**config.mk**
```make
export PLATFORM = sky130hd
export DESIGN_NAME = fetch_stage_flat
export DESIGN_NICKNAME = d
export VERILOG_FILES = /design/src/rtl/fetch_stage_if.sv /design/src/rtl/fetch_stage.sv /design/src/flat_wrapper.sv
export SDC_FILE = /design/constraint.sdc
export NUM_CORES = 1
export LEC_CHECK = 0
export CAP_MARGIN = 40
export CORE_MARGIN = 10
export CORE_UTILIZATION = 40
export CTS_CLUSTER_DIAMETER = 150
export DETAILED_ROUTE_END_ITERATION = 7
export PLACE_DENSITY = 0.7
export SYNTH_ARGS = -nofsm -noshare
export SYNTH_HDL_FRONTEND = slang
export SYNTH_SLANG_ARGS = --single-unit
```
**constraint.sdc**
```tcl
create_clock -name clk -period 14.7 [get_ports clk]
set_input_delay 3.675 -clock clk [delete_from_list [all_inputs] [get_ports clk]]
set_output_delay 3.675 -clock clk [all_outputs]
set_load 0.03 [all_outputs]
```
**src/rtl/fetch_stage_if.sv**
```systemverilog
`default_nettype none
// ============================================================================
//  Module      : fetch_stage_if
//  Description : Bundles the redirect, instruction-memory and decode
//                handshakes of the fetch stage. The master modport is the
//                fetch stage; the slave modport is its environment.
//  Revision    : 1.0 - initial release
// ============================================================================
interface fetch_stage_if;
   // Redirect from Branch_calc
   logic        Branch;
   logic [31:0] BrPC;
   // Instruction memory request/grant/response
   logic        imem_req;
   logic [31:0] imem_addr;
   logic        imem_gnt;
   logic        imem_rvalid;
   logic [31:0] imem_rdata;
   // Decode valid/ready
   logic        id_valid;
   logic [31:0] id_inst;
   logic [31:0] id_pc;
   logic        id_ready;

   modport master (
      input  Branch, BrPC, imem_gnt, imem_rvalid, imem_rdata, id_ready,
      output imem_req, imem_addr, id_valid, id_inst, id_pc
   );

   modport slave (
      output Branch, BrPC, imem_gnt, imem_rvalid, imem_rdata, id_ready,
      input  imem_req, imem_addr, id_valid, id_inst, id_pc
   );
endinterface
`default_nettype wire

```
**src/rtl/fetch_stage.sv**
```systemverilog
`default_nettype none
// ============================================================================
//  Module      : fetch_stage
//  Description : Instruction fetch stage. Owns the PC, issues one outstanding
//                word read at a time, buffers responses in a small FIFO and
//                hands {pc, inst} to decode. A Branch redirect reloads the
//                PC, flushes the buffer and drops any in-flight response.
//  Revision    : 1.0 - initial release
// ============================================================================
module fetch_stage #(
   parameter logic [31:0] RESET_PC = 32'h0000_0000,
   parameter int          DEPTH    = 2
) (
   input  wire logic  clk,
   input  wire logic  rst_n,
   fetch_stage_if.master fif
);

   localparam int PW = $clog2(DEPTH);

   localparam logic [PW:0]   c_FULL    = DEPTH[PW:0];
   localparam logic [PW:0]   c_CNT_ONE = 1;
   localparam logic [PW-1:0] c_PTR_ONE = 1;
   localparam logic [31:0]   c_PC_STEP = 32'd4;

   typedef enum logic [1:0] {
      S_REQ  = 2'd0,
      S_WAIT = 2'd1,
      S_DROP = 2'd2
   } state_t;

   state_t        r_state;
   logic [31:0]   r_pc;
   logic [31:0]   r_tag;

   logic [PW:0]   r_count;
   logic [PW-1:0] r_wr_ptr;
   logic [PW-1:0] r_rd_ptr;
   logic [31:0]   r_inst_mem [DEPTH];
   logic [31:0]   r_pc_mem   [DEPTH];

   logic          w_req;
   logic          w_grant;
   logic          w_push;
   logic          w_pop;
   logic          w_valid;

   // rst_n gates the request so it drops the instant reset asserts and rises
   // in the very first cycle after release, without waiting for an edge.
   assign w_req   = rst_n && (r_state == S_REQ) && (r_count != c_FULL);
   // A grant coinciding with Branch is not an acceptance.
   assign w_grant = w_req && fif.imem_gnt && !fif.Branch;
   assign w_push  = (r_state == S_WAIT) && fif.imem_rvalid && !fif.Branch;
   assign w_valid = (r_count != '0);
   // Decode treats Branch as a flush of its own input, so no transfer.
   assign w_pop   = w_valid && fif.id_ready && !fif.Branch;

   assign fif.imem_req  = w_req;
   assign fif.imem_addr = r_pc;
   assign fif.id_valid  = w_valid;
   assign fif.id_inst   = w_valid ? r_inst_mem[r_rd_ptr] : '0;
   assign fif.id_pc     = w_valid ? r_pc_mem[r_rd_ptr]   : '0;

   // Fetch FSM: PC update, request tagging and redirect handling.
   always_ff @(posedge clk or negedge rst_n) begin
      if (!rst_n) begin
         r_state <= S_REQ;
         r_pc    <= RESET_PC;
         r_tag   <= '0;
      end else if (fif.Branch) begin
         // Redirect wins; a pending response must be drained before refetch.
         r_pc <= fif.BrPC & 32'hFFFF_FFFC;
         case (r_state)
            S_REQ:   r_state <= S_REQ;
            S_WAIT:  r_state <= fif.imem_rvalid ? S_REQ : S_DROP;
            S_DROP:  r_state <= fif.imem_rvalid ? S_REQ : S_DROP;
            default: r_state <= S_REQ;
         endcase
      end else begin
         case (r_state)
            S_REQ: begin
               if (w_grant) begin
                  r_pc    <= r_pc + c_PC_STEP;
                  r_tag   <= r_pc;
                  r_state <= S_WAIT;
               end
            end
            S_WAIT: begin
               if (fif.imem_rvalid) begin
                  r_state <= S_REQ;
               end
            end
            S_DROP: begin
               if (fif.imem_rvalid) begin
                  r_state <= S_REQ;
               end
            end
            default: r_state <= S_REQ;
         endcase
      end
   end

   // Buffer pointers and occupancy; a redirect empties the buffer.
   always_ff @(posedge clk or negedge rst_n) begin
      if (!rst_n) begin
         r_count  <= '0;
         r_wr_ptr <= '0;
         r_rd_ptr <= '0;
      end else if (fif.Branch) begin
         r_count  <= '0;
         r_wr_ptr <= '0;
         r_rd_ptr <= '0;
      end else begin
         if (w_push) begin
            r_wr_ptr <= r_wr_ptr + c_PTR_ONE;
         end
         if (w_pop) begin
            r_rd_ptr <= r_rd_ptr + c_PTR_ONE;
         end
         if (w_push && !w_pop) begin
            r_count <= r_count + c_CNT_ONE;
         end else if (w_pop && !w_push) begin
            r_count <= r_count - c_CNT_ONE;
         end
      end
   end

   // Buffer storage; contents are only visible while occupancy is non-zero.
   always_ff @(posedge clk) begin
      if (w_push) begin
         r_inst_mem[r_wr_ptr] <= fif.imem_rdata;
         r_pc_mem[r_wr_ptr]   <= r_tag;
      end
   end

endmodule
`default_nettype wire
```
**src/flat_wrapper.sv**
```systemverilog
// flat-port wrapper written by rule: the top's interface ports become plain ports
module fetch_stage_flat 
#(
   parameter logic [31:0] RESET_PC = 32'h0000_0000,
   parameter int          DEPTH    = 2
)
  (clk, rst_n, fif_Branch, fif_BrPC, fif_imem_gnt, fif_imem_rvalid, fif_imem_rdata, fif_id_ready, fif_imem_req, fif_imem_addr, fif_id_valid, fif_id_inst, fif_id_pc);
  fetch_stage_if fif_i ();
  input  wire logic clk;
  input  wire logic rst_n;
  input wire logic [$bits(fif_i.Branch)-1:0] fif_Branch;
  input wire logic [$bits(fif_i.BrPC)-1:0] fif_BrPC;
  input wire logic [$bits(fif_i.imem_gnt)-1:0] fif_imem_gnt;
  input wire logic [$bits(fif_i.imem_rvalid)-1:0] fif_imem_rvalid;
  input wire logic [$bits(fif_i.imem_rdata)-1:0] fif_imem_rdata;
  input wire logic [$bits(fif_i.id_ready)-1:0] fif_id_ready;
  output wire logic [$bits(fif_i.imem_req)-1:0] fif_imem_req;
  output wire logic [$bits(fif_i.imem_addr)-1:0] fif_imem_addr;
  output wire logic [$bits(fif_i.id_valid)-1:0] fif_id_valid;
  output wire logic [$bits(fif_i.id_inst)-1:0] fif_id_inst;
  output wire logic [$bits(fif_i.id_pc)-1:0] fif_id_pc;
  assign fif_i.Branch = fif_Branch;
  assign fif_i.BrPC = fif_BrPC;
  assign fif_i.imem_gnt = fif_imem_gnt;
  assign fif_i.imem_rvalid = fif_imem_rvalid;
  assign fif_i.imem_rdata = fif_imem_rdata;
  assign fif_i.id_ready = fif_id_ready;
  assign fif_imem_req = fif_i.imem_req;
  assign fif_imem_addr = fif_i.imem_addr;
  assign fif_id_valid = fif_i.id_valid;
  assign fif_id_inst = fif_i.id_inst;
  assign fif_id_pc = fif_i.id_pc;
  fetch_stage #(.RESET_PC(RESET_PC), .DEPTH(DEPTH)) u_core (.clk(clk), .rst_n(rst_n), .fif(fif_i));
endmodule
```
Word level (Yosys, flattened, before mapping)
Memory sizes are Yosys's and may differ from the RTL's.
Index checks and enable logic that the tools add are counted.

operators by class
  add/subtract/negate cells = 5
  $mul = 0
  divide/modulo/power cells = 0
  order comparisons = 0
  equal/unequal tests = 5
  shift operators = 0
  muxes and demuxes = 20
  bitwise operators = 1
  reductions and logical operators = 24

operators by type and width
  operator                                                number
  two-way mux 32 bit                                      5
  adder 32 x 3 -> 32 bit (second input constant)          1
  two-way mux 2 bit                                       8
  logical AND 1 bit                                       10
  nonzero test 2 bit                                      5
  two-way mux 1 bit                                       6
  case mux 2 bit (2 select lines)                         1
  AND reduction 2 bit                                     2
  logical NOT 1 bit                                       3
  inequality test 3 x 1 -> 1 bit (second input constant)  1
  inequality test 3 x 2 -> 1 bit (second input constant)  1
  AND reduction 3 bit                                     1
  nonzero test 3 bit                                      1
  adder 1 bit (second input constant)                     2
  adder 2 x 1 -> 2 bit (second input constant)            1
  == test 2 x 1 -> 1 bit (second input constant)          1
  == test 2 bit (second input constant)                   1
  logical NOT 2 bit                                       1
  inequality test 2 bit (second input constant)           1
  OR reduction 2 bit                                      1
  subtractor 2 x 1 -> 2 bit (second input constant)       1
  inverter 1 bit                                          1

word-level totals
  flip-flop bits (word level) = 70
  latch bits = 0
  memory bits (writable) = 128
  memory bits (read-only) = 0
  input bits = 70
  memories kept = 2

memories
  memory             depth  bits a word  rd ports  clocked after Yosys merged registers in  write ports  line               RTL
  u_core.r_inst_mem  2      32           1         0                                        1            fetch_stage.sv:39  logic [31:0] r_inst_mem [DEPTH];
  u_core.r_pc_mem    2      32           1         0                                        1            fetch_stage.sv:40  logic [31:0] r_pc_mem [DEPTH];

Logic depth before layout (Yosys ltp)
  word-level depth = 8
  depth in mapped cells = 9
  depth with buffers taken out = 6

Worst setup path after synthesis
OpenSTA, ideal clock, no wires.

  path type = input port to flip-flop
  start point = input port fif_Branch
  end point = memory u_core.r_inst_mem[0][0] (enable)
  setup time = 559 ps
  data arrival time = 8344 ps
  path slack = 5798 ps
  stages on the path = 3
  buffers on the path = 2
  cells stage by stage = clkbuf_1 clkbuf_1 nor3_1

on the way
  cells in the longest elaborated chain, start to end = 4

RTL lines
  item                                     line                RTL
  start: declaration                       flat_wrapper.sv:11  input wire logic [$bits(fif_i.Branch)-1:0] fif_Branch;
  logical NOT 1 bit                        fetch_stage.sv:53   assign w_push = (r_state == S_WAIT) && fif.imem_rvalid && !fif.Branch;
  logical AND 1 bit                        fetch_stage.sv:53
  two-way mux 1 bit                        fetch_stage.sv:130  if (w_push) begin
  two-way mux 1 bit (implied by the code)  fetch_stage.sv:131  r_inst_mem[r_wr_ptr] <= fif.imem_rdata;
  end: declaration                         fetch_stage.sv:39

Every way passes these cells.

Worst setup path after layout
  start point = input port rst_n
  end point = output port fif_imem_req

on the way
  cells in the longest elaborated chain, start to end = 2

RTL lines
  item                            line                RTL
  start: declaration              flat_wrapper.sv:10  input wire logic rst_n;
  logical AND 1 bit (2 in a row)  fetch_stage.sv:50   assign w_req = rst_n && (r_state == S_REQ) && (r_count != c_FULL);
  end: declaration                flat_wrapper.sv:17  output wire logic [$bits(fif_i.imem_req)-1:0] fif_imem_req;

Every way passes these cells.

==> results.toml <==
[place]
dpl_cell_area_um2 = 10100
hpwl_um = 14300
io_buffers = 161
place_ws_ns = 5.45
gp_congestion = 0.841
dp.cells = 1008

[die]
fp-row-count = 51
coreArea_um2 = 19700
initial_utilization_pct = 41.1
die_h_um = 162
die_x_um = 162
ios = 168
die_area_um2 = 26300

[sta]
finalCriticalPeriod_ns = 9.19
slew_viol_final = 0
fmax_mhz = 109
setup_viol = 0
grt_setup_unrepaired = "false"
fin_ws_ns = 5.51
max_slew_margin_pct = 38.1
skew_ns = 0.00997
hold_violations = 0
tns_ns = 0
tightestPinTransition_ns = 0.922
finalCritPeriodShare_pct = 62.6

[grt]
antenna_found_initial = 0
grt_pass1_vias = 5537
grtUsageTotal_pct = 15.3
grt_max_degree = 51
grt_pass1_wl_um = 31500
grt-ovfl-total = 0

[layout]
drive_gt1_share_pct = 10.6
diodes = 0
n_fill_cell = 1663
fin_cells = 1040
nets = 835
multi_input_area_um2 = 2520
seq_area_um2 = 5380
area_delta_synth_final_pct = 32.4
final_core_util_pct = 54.4
final_area_um2 = 10700

[routing]
drt_iter0_markers = 469
first_pass_iters = 4
finalWirelength_um = 20200
ant_nets = 0
post_drt_wl_per_cell_um = 19.4
via_count = 5458
vias_per_cell = 5.25
drc = 0

[critical_path]
crit_required_ns = 11.02
path_max_fanout = 42
cp-end-kind = "output port"
slowest_stage = "clkdlybuf4s50_1"
startpoint_type = "input port"
crit_chain = "buf_2 > buf_4 > buf_12 > nand2_1 > nor2_1 > clkdlybuf4s50_1"
worstPathArrival_ns = 5.52
critPathKind = "input port to output port"
critPathMaxStageDelay_ns = 0.70

[clock_network]
htreeDepth = 4
clk_latency_ns = 0.43
cts_made_buffers = 17
path_clk_slew_ns = 0.06
cts_sinks = 190
post-cts-setup-buffer-count = 0
clock_path_buffers = 2
cts_tree = "yes"
root_buffer = "clkbuf_16"
hold_buffers = 0
ctsResizeCount = 0

[yosys]
synth_warnings = 0
ys_types = 47
netlist_instances = 605
ys_top_cells_by_area = "edfxtp_1, dfrtp_1, mux2i_1, nor2_1, mux2_2"
ys_ff_latch = 190
syn_area_per_cell_um2 = 13.3
ys_seq_area_share_pct = 66.6
synth_top_area_share_pct = 46.1
synth.cell_area_um2 = 8070
yosys.area.top_type = "edfxtp_1"

[pwr]
leakagePower_nw = 3.63
power_density_nw_per_um2 = 128
ir_drop_mv = 0.0686

[hold_path]
min_path_type = "register to register"

[run_status]
status = "completed"

[run]
drv_cap = 0
worst max-delay path, delay by kind of cell:
kind / cells / cell delay [ns]
buffers and inverters: 4 / 1.39
AND/OR/NAND/NOR: 2 / 0.43
layout by cell type, fill, tap and decap left out, drive strengths merged, types with 6 or more instances in the layout:
cell / count
clkdlybuf4s50: 160
edfxtp: 124
nor2: 92
dfrtp: 66
mux2i: 64
mux2: 30
nand3: 21
nand2: 20
clkbuf: 19
a31oi: 15
nand4: 15
o31ai: 14
o21ai: 13
buf: 13
inv: 12
or4: 10
nor2b: 8
nor3: 7
clkinv: 7
nor4: 6
xnor2: 6
cell usage after synthesis, drive strengths merged:
cell       n
a31oi     15
nor4b      4
a22oi      4
a2bb2oi    1
nand4b     1
nand3     21
xor2       3
buf       16
a21oi      4
or3b       1
edfxtp   124
o31ai     14
nor4bb     1
nor3       7
a311oi     1
and4       3
inv       10
nand4     15
clkbuf    22
mux2i     64
o41ai      2
o21ai     13
o21a       1
a211o      1
and3       3
nor2b      8
or4       10
nand2     20
or3        5
o211ai     1
dfrtp     66
a311o      1
conb       1
nor4       6
mux2      30
nor2      92
xnor2      6
nand2b     1
o31a       2
a2111oi    1
or4b       1
ha         3
power by group:
group	leakage (nW)	internal [mW]	switching, mW
Combinational	1.42	0.0909	0.0943
Clock	0.317	0.295	0.195
Sequential	1.89	0.646	0.0477
through the flow:
stage / hold WS [ns] / power (mW)
after floorplan: 0.438 / 0.800
after global placement: 0.444 / 0.875
after detailed placement: 0.456 / 0.891
after CTS: 0.472 / 1.38
after global routing: 0.481 / 1.42
final: 0.472 / 1.37
final timing paths:
| path | startpoint | end | slack, ns | depth (start not counted) |
|---|---|---|---|---|
| worst max-delay path | rst_n | fif_imem_req | 5.51 | 6 |
| worst min register to register | u_core.r_tag[29] | u_core.r_pc_mem[1][29] | 0.47 | 0 |
| worst min-delay path | u_core.r_tag[29] | u_core.r_pc_mem[1][29] | 0.47 | 0 |
| max in group asynchronous | rst_n | u_core.fif.imem_addr[22] | 10.91 | 3 |
| min in group asynchronous | rst_n | u_core.r_rd_ptr | 3.24 | 2 |
| worst max register to register | u_core.r_state[1] | u_core.r_tag[11] | 12.19 | 7 |
logic make-up after synthesis:
family / after synthesis / synth area share, %
xor gates and xnor gates: 9 / 0.976
buffers and inverters: 48 / 2.59
AOI/OAI and AO/OA: 61 / 5.07
other: 1 / 0.0465
DFF: 190 / 66.6
adders and majority gates: 3 / 0.465
muxes: 94 / 12.1
and+or+nand+nor: 199 / 12.2
area by class of cell:
class                      instances  share of cell area, %
sequential                       190                   50.3
clock buffer                      19                   4.24
inverter                          10                  0.351
clock inverter                    13                   1.73
timing repair buffer             173                   16.6
tap                              265                   3.10
multi-input combinational        370                   23.6
metal layers:
layer | part of all wire, % | GRT usage, % | vias up
met2 | 49 | 24.7 | 167
met1 | 44 | 19.1 | 2710
li1 | - | - | 2560
met3 | 5.6 | 4.27 | 21
met4 | 1.8 | 5.62 | 0
met5 | 0 | 0 | -
flip-flops by register name, summed over array words and instances (netlist names):
register / cells
u_core.r_count: 2
u_core.fif.imem_addr: 30
u_core.r_state: 2
u_core.r_rd_ptr: 1
u_core.r_tag: 30
u_core.r_wr_ptr: 1
u_core.r_pc_mem: 60
u_core.r_inst_mem: 64
Note: power is estimated with default switching activity, not from simulation.
